File: config.mk
export PLATFORM = sky130hd
export DESIGN_NAME = cpu5_ctrl_unit
export DESIGN_NICKNAME = d
export VERILOG_FILES = /design/src/rtl/cpu5_pkg.sv /design/src/rtl/cpu5_ctrl_unit_decode.sv /design/src/rtl/cpu5_ctrl_unit.sv
export SDC_FILE = /design/constraint.sdc
export NUM_CORES = 1
export LEC_CHECK = 0
export CAP_MARGIN = 40
export CORE_MARGIN = 8
export CORE_UTILIZATION = 48
export CTS_CLUSTER_SIZE = 25
export DETAILED_ROUTE_END_ITERATION = 6
export PLACE_DENSITY_LB_ADDON = 0.05
export SYNTH_ARGS = -nofsm -noshare
export SYNTH_HDL_FRONTEND = slang
export SYNTH_HIERARCHICAL = 1
export SYNTH_SLANG_ARGS = --single-unit
File: constraint.sdc
create_clock -name clk -period 3.5 [get_ports clk]
set_clock_uncertainty 0.2 [all_clocks]
set_input_delay 0.875 -clock clk [delete_from_list [all_inputs] [get_ports clk]]
set_output_delay 0.875 -clock clk [all_outputs]
set_load 0.05 [all_outputs]
File: src/rtl/cpu5_pkg.sv
// Shared constants and types for the cpu5 multi-cycle control unit.
// Opcode / ALU-op encodings, FSM state enum and the decoder output bundle.
package cpu5_pkg;

  localparam int unsigned DATA_W = 4;
  localparam int unsigned ADDR_W = 5;
  localparam int unsigned OPC_W  = 3;
  localparam int unsigned IR_W   = OPC_W + ADDR_W;

  localparam logic [OPC_W-1:0] OPC_LD  = 3'b000;
  localparam logic [OPC_W-1:0] OPC_ST  = 3'b001;
  localparam logic [OPC_W-1:0] OPC_ADD = 3'b010;
  localparam logic [OPC_W-1:0] OPC_SUB = 3'b011;
  localparam logic [OPC_W-1:0] OPC_AND = 3'b100;
  localparam logic [OPC_W-1:0] OPC_OR  = 3'b101;
  localparam logic [OPC_W-1:0] OPC_JZ  = 3'b110;
  localparam logic [OPC_W-1:0] OPC_HLT = 3'b111;

  localparam logic [1:0] ALU_ADD = 2'b00;
  localparam logic [1:0] ALU_SUB = 2'b01;
  localparam logic [1:0] ALU_AND = 2'b10;
  localparam logic [1:0] ALU_OR  = 2'b11;

  typedef enum logic [2:0] {
    StIdle,
    StFetch,
    StDecode,
    StMemRd,
    StExec,
    StMemWr,
    StHalt
  } state_e;

  typedef struct packed {
    logic [1:0] alu_op;
    logic       is_ld;
    logic       is_st;
    logic       is_alu;
    logic       is_jz;
    logic       is_hlt;
  } dec_t;

endpackage

File: src/rtl/cpu5_ctrl_unit_decode.sv
// Combinational opcode decoder for the cpu5 control unit.
module cpu5_ctrl_unit_decode
  import cpu5_pkg::*;
(
  input  logic [OPC_W-1:0] opc_i,
  output dec_t             dec_o
);

  always_comb begin
    dec_o        = '0;
    dec_o.alu_op = ALU_ADD;
    unique case (opc_i)
      OPC_LD:  dec_o.is_ld = 1'b1;
      OPC_ST:  dec_o.is_st = 1'b1;
      OPC_ADD: begin
        dec_o.is_alu = 1'b1;
        dec_o.alu_op = ALU_ADD;
      end
      OPC_SUB: begin
        dec_o.is_alu = 1'b1;
        dec_o.alu_op = ALU_SUB;
      end
      OPC_AND: begin
        dec_o.is_alu = 1'b1;
        dec_o.alu_op = ALU_AND;
      end
      OPC_OR: begin
        dec_o.is_alu = 1'b1;
        dec_o.alu_op = ALU_OR;
      end
      OPC_JZ:  dec_o.is_jz  = 1'b1;
      default: dec_o.is_hlt = 1'b1;
    endcase
  end

endmodule

File: src/rtl/cpu5_ctrl_unit.sv
// Multi-cycle control unit: fetch/decode/memory/exec sequencing around an external ALU.
// Holds PC, IR, ACC, MDR and {CF,SF,ZF}; memories use req/ack handshakes.
module cpu5_ctrl_unit
  import cpu5_pkg::*;
#(
  parameter int unsigned DATA_W = cpu5_pkg::DATA_W,
  parameter int unsigned ADDR_W = cpu5_pkg::ADDR_W,
  parameter int unsigned OPC_W  = cpu5_pkg::OPC_W
) (
  input  logic                    clk,
  input  logic                    rst,
  input  logic                    start,
  output logic                    imem_req,
  output logic [ADDR_W-1:0]       imem_addr,
  input  logic                    imem_ack,
  input  logic [OPC_W+ADDR_W-1:0] imem_rdata,
  output logic                    dmem_req,
  output logic                    dmem_we,
  output logic [ADDR_W-1:0]       dmem_addr,
  output logic [DATA_W-1:0]       dmem_wdata,
  input  logic                    dmem_ack,
  input  logic [DATA_W-1:0]       dmem_rdata,
  output logic [DATA_W-1:0]       alu_a,
  output logic [DATA_W-1:0]       alu_b,
  output logic [1:0]              alu_op,
  input  logic [DATA_W-1:0]       alu_r,
  input  logic                    alu_cf,
  input  logic                    alu_sf,
  input  logic                    alu_zf,
  output logic [ADDR_W-1:0]       pc,
  output logic [DATA_W-1:0]       acc,
  output logic [2:0]              flags,
  output logic                    halted,
  output logic                    busy
);

  localparam int unsigned IrW = OPC_W + ADDR_W;

  state_e              state_q, state_d;
  logic [ADDR_W-1:0]   pc_q, pc_d;
  logic [IrW-1:0]      ir_q, ir_d;
  logic [DATA_W-1:0]   acc_q, acc_d;
  logic [DATA_W-1:0]   mdr_q, mdr_d;
  logic [2:0]          flags_q, flags_d;
  logic                imem_req_q, imem_req_d;
  logic                dmem_req_q, dmem_req_d;
  logic                dmem_we_q, dmem_we_d;
  logic                halted_q, halted_d;
  logic                busy_q, busy_d;

  dec_t dec;

  cpu5_ctrl_unit_decode u_decode (
    .opc_i (ir_q[IrW-1:ADDR_W]),
    .dec_o (dec)
  );

  always_comb begin
    state_d = state_q;
    pc_d    = pc_q;
    ir_d    = ir_q;
    acc_d   = acc_q;
    mdr_d   = mdr_q;
    flags_d = flags_q;
    unique case (state_q)
      StIdle: if (start) state_d = StFetch;
      StFetch: begin
        if (imem_ack) begin
          ir_d    = imem_rdata;
          pc_d    = pc_q + ADDR_W'(1);
          state_d = StDecode;
        end
      end
      StDecode: begin
        if (dec.is_ld || dec.is_alu) begin
          state_d = StMemRd;
        end else if (dec.is_st) begin
          state_d = StMemWr;
        end else if (dec.is_jz) begin
          // JZ looks at the registered ZF, never the live ALU flag.
          if (flags_q[0]) pc_d = ir_q[ADDR_W-1:0];
          state_d = StFetch;
        end else begin
          state_d = StHalt;
        end
      end
      StMemRd: begin
        if (dmem_ack) begin
          if (dec.is_ld) begin
            acc_d   = dmem_rdata;
            state_d = StFetch;
          end else begin
            mdr_d   = dmem_rdata;
            state_d = StExec;
          end
        end
      end
      StExec: begin
        acc_d   = alu_r;
        flags_d = {alu_cf, alu_sf, alu_zf};
        state_d = StFetch;
      end
      StMemWr: if (dmem_ack) state_d = StFetch;
      StHalt:  if (start) state_d = StFetch;
      default: state_d = StIdle;
    endcase
  end

  // Outputs are registered from the next state so they stay glitch-free Moore signals.
  always_comb begin
    imem_req_d = (state_d == StFetch);
    dmem_req_d = (state_d == StMemRd) || (state_d == StMemWr);
    dmem_we_d  = (state_d == StMemWr);
    halted_d   = (state_d == StHalt);
    busy_d     = (state_d != StIdle) && (state_d != StHalt);
  end

  always_ff @(posedge clk or posedge rst) begin
    if (rst) begin
      state_q    <= StIdle;
      pc_q       <= '0;
      ir_q       <= '0;
      acc_q      <= '0;
      mdr_q      <= '0;
      flags_q    <= '0;
      imem_req_q <= 1'b0;
      dmem_req_q <= 1'b0;
      dmem_we_q  <= 1'b0;
      halted_q   <= 1'b0;
      busy_q     <= 1'b0;
    end else begin
      state_q    <= state_d;
      pc_q       <= pc_d;
      ir_q       <= ir_d;
      acc_q      <= acc_d;
      mdr_q      <= mdr_d;
      flags_q    <= flags_d;
      imem_req_q <= imem_req_d;
      dmem_req_q <= dmem_req_d;
      dmem_we_q  <= dmem_we_d;
      halted_q   <= halted_d;
      busy_q     <= busy_d;
    end
  end

  assign imem_req   = imem_req_q;
  assign imem_addr  = pc_q;
  assign dmem_req   = dmem_req_q;
  assign dmem_we    = dmem_we_q;
  assign dmem_addr  = ir_q[ADDR_W-1:0];
  assign dmem_wdata = acc_q;
  assign alu_a      = acc_q;
  assign alu_b      = mdr_q;
  assign alu_op     = dec.alu_op;
  assign pc         = pc_q;
  assign acc        = acc_q;
  assign flags      = flags_q;
  assign halted     = halted_q;
  assign busy       = busy_q;

endmodule

## Word level (Yosys, flattened, before mapping)

Cells that the tools add are included.

| storage, ports and cells | value |
|---|---|
| input bits | 24 |
| output and inout port bits | 41 |
| flip-flop bits (word level) | 32 |
| logic and storage cells | 74 |

| operators by class | value |
|---|---|
| bitwise logic cells | 1 |
| multiplexer cells | 23 |
| reductions and logical operators | 14 |
| add/subtract/negate cells | 1 |
| equality and inequality tests | 24 |

Operators with widths:

| kind | number |
|---|---|
| $mux W5 | 5 |
| $eq A3 B3 Y1 const B | 8 |
| $mux W3 | 8 |
| $pmux W3 S6 | 1 |
| $eq A3 B2 Y1 const B | 5 |
| $ne A2 B2 Y1 const B | 7 |
| $pmux W5 S2 | 1 |
| $eq A3 B1 Y1 const B | 3 |
| $mux W4 | 2 |
| $pmux W4 S2 | 1 |
| $logic_not A3 Y1 | 2 |
| $pmux W2 S3 | 1 |
| $reduce_and A3 Y1 | 2 |
| $reduce_and A6 Y1 | 1 |
| $add A5 B1 Y5 const B | 1 |
| $mux W1 | 4 |
| $reduce_bool A2 Y1 | 2 |
| $reduce_or A4 Y1 | 1 |
| $ne A3 B3 Y1 const B | 1 |
| $reduce_bool A3 Y1 | 1 |
| $logic_or A1 B1 Y1 | 2 |
| $reduce_and A2 Y1 | 1 |
| $reduce_or A2 Y1 | 1 |
| $logic_and A1 B1 Y1 | 1 |
| $not A1 Y1 | 1 |

## Depth between registers and ports, before layout

| logic depth | value |
|---|---|
| depth in word-level cells | 8 |
| depth in mapped cells | 6 |
| mapped depth without buffers | 6 |

## Hierarchy

The synthesis kept the hierarchy.

By module, submodules not included:

| module | sequential area each (sq um) | cells an instance | times used | area each (sq um) |
|---|---|---|---|---|
| cpu5_ctrl_unit | 800.8 | 152 | 1 | 1736.7 |
| cpu5_ctrl_unit_decode | 0.0 | 8 | 1 | 51.3 |

## Least setup slack after synthesis

OpenSTA, ideal clock, no wires.

| timing | value |
|---|---|
| kind | input to register |
| start point | input imem_ack |
| end point | register busy_q (netlist: busy) |
| library setup time | 149 ps |
| stages on the path | 4 |
| required time | 3151 ps |
| arrival | 1800 ps |
| buffers on the path | 1 |
| slack | 1351 ps |
| cells stage by stage | and4bb_2 buf_6 o311ai_0 nand4_1 |

| between the ends | value |
|---|---|
| word-level cells in the longest chain between the ends | 4 |
| elaborated cells on any way between the ends | 5 |
| classes of those cells | eq/ne (1); mux (2); reduce/logical (2) |

RTL lines:

| what | line | source |
|---|---|---|
| from (decl) | cpu5_ctrl_unit.sv:15 | `input logic imem_ack,` |
| $mux W3 * | cpu5_ctrl_unit.sv:68 | `if (imem_ack) begin` |
| $pmux W3 S6 * | cpu5_ctrl_unit.sv:65 | `unique case (state_q)` |
| $ne A3 B3 Y1 / $reduce_bool A3 Y1 (equally long branches) | cpu5_ctrl_unit.sv:115 | `busy_d = (state_d != StIdle) && (state_d != StHalt);` |
| $logic_and A1 B1 Y1 * | cpu5_ctrl_unit.sv:115 |  |
| named net busy_d | cpu5_ctrl_unit.sv:49 | `logic busy_q, busy_d;` |
| to (signal assigned) | cpu5_ctrl_unit.sv:142 | `busy_q <= busy_d;` |
| to (decl) | cpu5_ctrl_unit.sv:49 |  |

Mark *: on every way through the listed nets, which the timed path passes. The rest lies on a longest branch.
A chain may end at the register's enable or synchronous reset.

## Worst setup path after layout

| timing | value |
|---|---|
| start point | register ir_q[7] |
| end point | output alu_op[0] |

| between the ends | value |
|---|---|
| word-level cells in the longest chain between the ends | 2 |
| elaborated cells on any way between the ends | 4 |
| classes of those cells | eq/ne (3); mux (1) |

RTL lines:

| what | line | source |
|---|---|---|
| from (decl) | cpu5_ctrl_unit.sv:41 | `logic [IrW-1:0] ir_q, ir_d;` |
| from (signal assigned) | cpu5_ctrl_unit.sv:134 | `ir_q <= ir_d;` |
| $eq A3 B3 Y1 / $eq A3 B2 Y1 (equally long branches) | - |  |
| $pmux W2 S3 * | cpu5_ctrl_unit_decode.sv:12 | `unique case (opc_i)` |
| to (decl) | cpu5_ctrl_unit.sv:25 | `output logic [1:0] alu_op,` |

Mark *: on every way between the ends. The rest lies on a longest branch, timed or not.

==> impl_results.md <==
* Total iterations of the first detailed-routing run at 4
* Final count of pins violating max slew at 0
* Number of nets in the layout at 232
* Number of clock sinks seen by CTS at 32
* Fin. Hold Viols at 0
* Total core area at between 3000 and 4000 um^2
* Synthesized instance count at 159
* Number of global-route vias before repair at 1407
* Max-slew headroom at the worst pin at 41.51%
* Clock slew at the register clock pins of the worst setup and hold paths at 0.06 ns
* Outcome: finished, final reports clean
* Die footprint at 5914 um^2
* Worst min-delay path category: register to register
* Highest routed layer: met4
* CTS Buffer Depth at 2
* Inserted Diodes at 0
* H-Tree Level Count at 2
* Met3 WL post-DR at ~420 um
* Initial Util at 49.38%
* Half-perimeter wire length after placement at 3.109 mm
* Average footprint of a synthesized cell at 11.20 um^2
* Final standard cell utilization of the core at 65.86%
* Worst path arrival time at between 1.5 and 2 ns
* Vertical extent of the die at just under 80 um
* Setup Fix Bufs, Post-CTS at 0
* Post-CTS resize count at 0
* Cell class contributing the biggest share of worst-path delay: buffers and inverters
* RD Place Congestion at 0.7960
* Total DRC errors in the routed layout at 0
* Most used cells in the layout excluding fill and tap cells: 64 x sky130_fd_sc_hd__clkdlybuf4s50_1, 32 x sky130_fd_sc_hd__dfrtp_1, 15 x sky130_fd_sc_hd__mux2_2
* Crit path capture type: primary output
* Area of all placed cells without fillers at 2375 um^2
* Number of buffers and inverters on the critical path at 1
* Area growth from synthesis to layout at 33.38%
* Root Driver: sky130_fd_sc_hd__clkbuf_8
* Number of inserted filler cells in the final layout at 314
* Average wire per standard cell at 15.67 um
* Final instance count without filler cells at 256
* Area after DPL at 2285 um^2
* Horizontal extent of the die at 76.91 um
* Setup crit start kind: register
* Largest net degree at the start of global routing at 33
* Ratio of routed vias to standard cells at 5.234
* Measured slew at the worst slew-check pin at 0.8754 ns
* Achievable Freq at 0.3401 GHz
* Number of synthesis warnings at 6
* Global-route wire length before repair at 6.755 mm
* Residual overflow from global routing at 0
* Cells along the critical path: xor2_1 > and2_1 > clkdlybuf4s50_1
* Number of top-level design ports at 65
* Met2 wire len at 1.950 mm
* Max FO, Critical Path at 6
* Placed cell count at 248
* Number of DRC violations after detailed-routing iteration 0 at 54
* Number of input and output port buffers inserted at 64
* ANT nets after route at 0
* Routed WL at 4.012 mm
* Number of cell rows at 22
* Number of clock buffers inserted by TritonCTS at 5
* Type of the setup path with the least slack: register to primary output
* Met1 routed wirelength after detailed routing at 1.559 mm
* Number of vias in the routed layout at about 1300
* Mapped Nets at ~180
* Setup tns final at 0 ns
* Final cycle utilization of the critical path at 84.00%
* Clock tree from TritonCTS: built
* Setup Viol. Count Final at 0
* Total Routing Usage GR at 14.05%
* Max cap viols at 0
* Clock insertion delay at the later pin of the skew report at between 0.2 and 0.3 ns
* Setup repair after global routing missed its margin: false
* Slowest stage delay, CP at 0.80 ns
* Number of buffers added to fix hold violations after cts at 0
* Number of antenna violations at the first check in global routing at 0
* Required time at the worst-slack endpoint at 2.42 ns
* Highest-delay cell along the critical path: sky130_fd_sc_hd__clkdlybuf4s50_1
* Area of the mapped netlist at 1780 um^2
* Post-layout minimum cycle time at 2.940 ns
* Most frequent standard cell in the layout excluding fill and tap cells: sky130_fd_sc_hd__clkdlybuf4s50_1
* Proportion of layout cells with a drive suffix above 1 at between 10% and 20%
[per-stage QoR]
step	setup slack, ns	hold WS [ns]
after floorplan	1.351	0.2991
after global placement	0.8410	0.2915
after detailed placement	0.7430	0.2974
after CTS	0.5442	0.3109
after global routing	0.4993	0.3201
final	0.5599	0.3053
[path summary, 6_finish.rpt]
| kind | from | end | slack, ns | cells past startpoint |
|---|---|---|---|---|
| worst min register to register | flags[2] | flags[2] | 0.31 | 1 |
| worst max register to register | state_q[2] | dmem_req | 1.09 | 4 |
| worst max-delay path | ir_q[7] | alu_op[0] | 0.56 | 3 |
| worst min-delay path | flags[2] | flags[2] | 0.31 | 1 |
| min in group asynchronous | rst | flags[1] | 0.77 | 3 |
| max in group asynchronous | rst | acc[2] | 2.03 | 3 |
[flip-flops by register name, indices dropped and copies added, names as in the netlist, 3 cells and up]
register and flops:
state_q 3, flags 3, imem_addr 5, acc 4
alu_b 4, ir_q 8
[layer usage]
metal  vias up  GRT usage [%]
met2        48          23.53
met3         8          8.159
met5         -              0
met1       638          13.66
met4         0          6.346
li1        646              -
[area by class of cell]
type | count | area [um^2] | share of cell area (%)
clock buffer | 8 | 90.09 | 3.793
inverter | 3 | 11.26 | 0.4742
multi-input combinational | 99 | 757.0 | 31.88
sequential | 32 | 800.8 | 33.72
tap | 48 | 60.06 | 2.529
timing repair buffer | 66 | 655.6 | 27.61
Power is left out: the tool's default activity adds up to more than one toggle a clock period on the data nets, which glitch-free logic cannot reach.
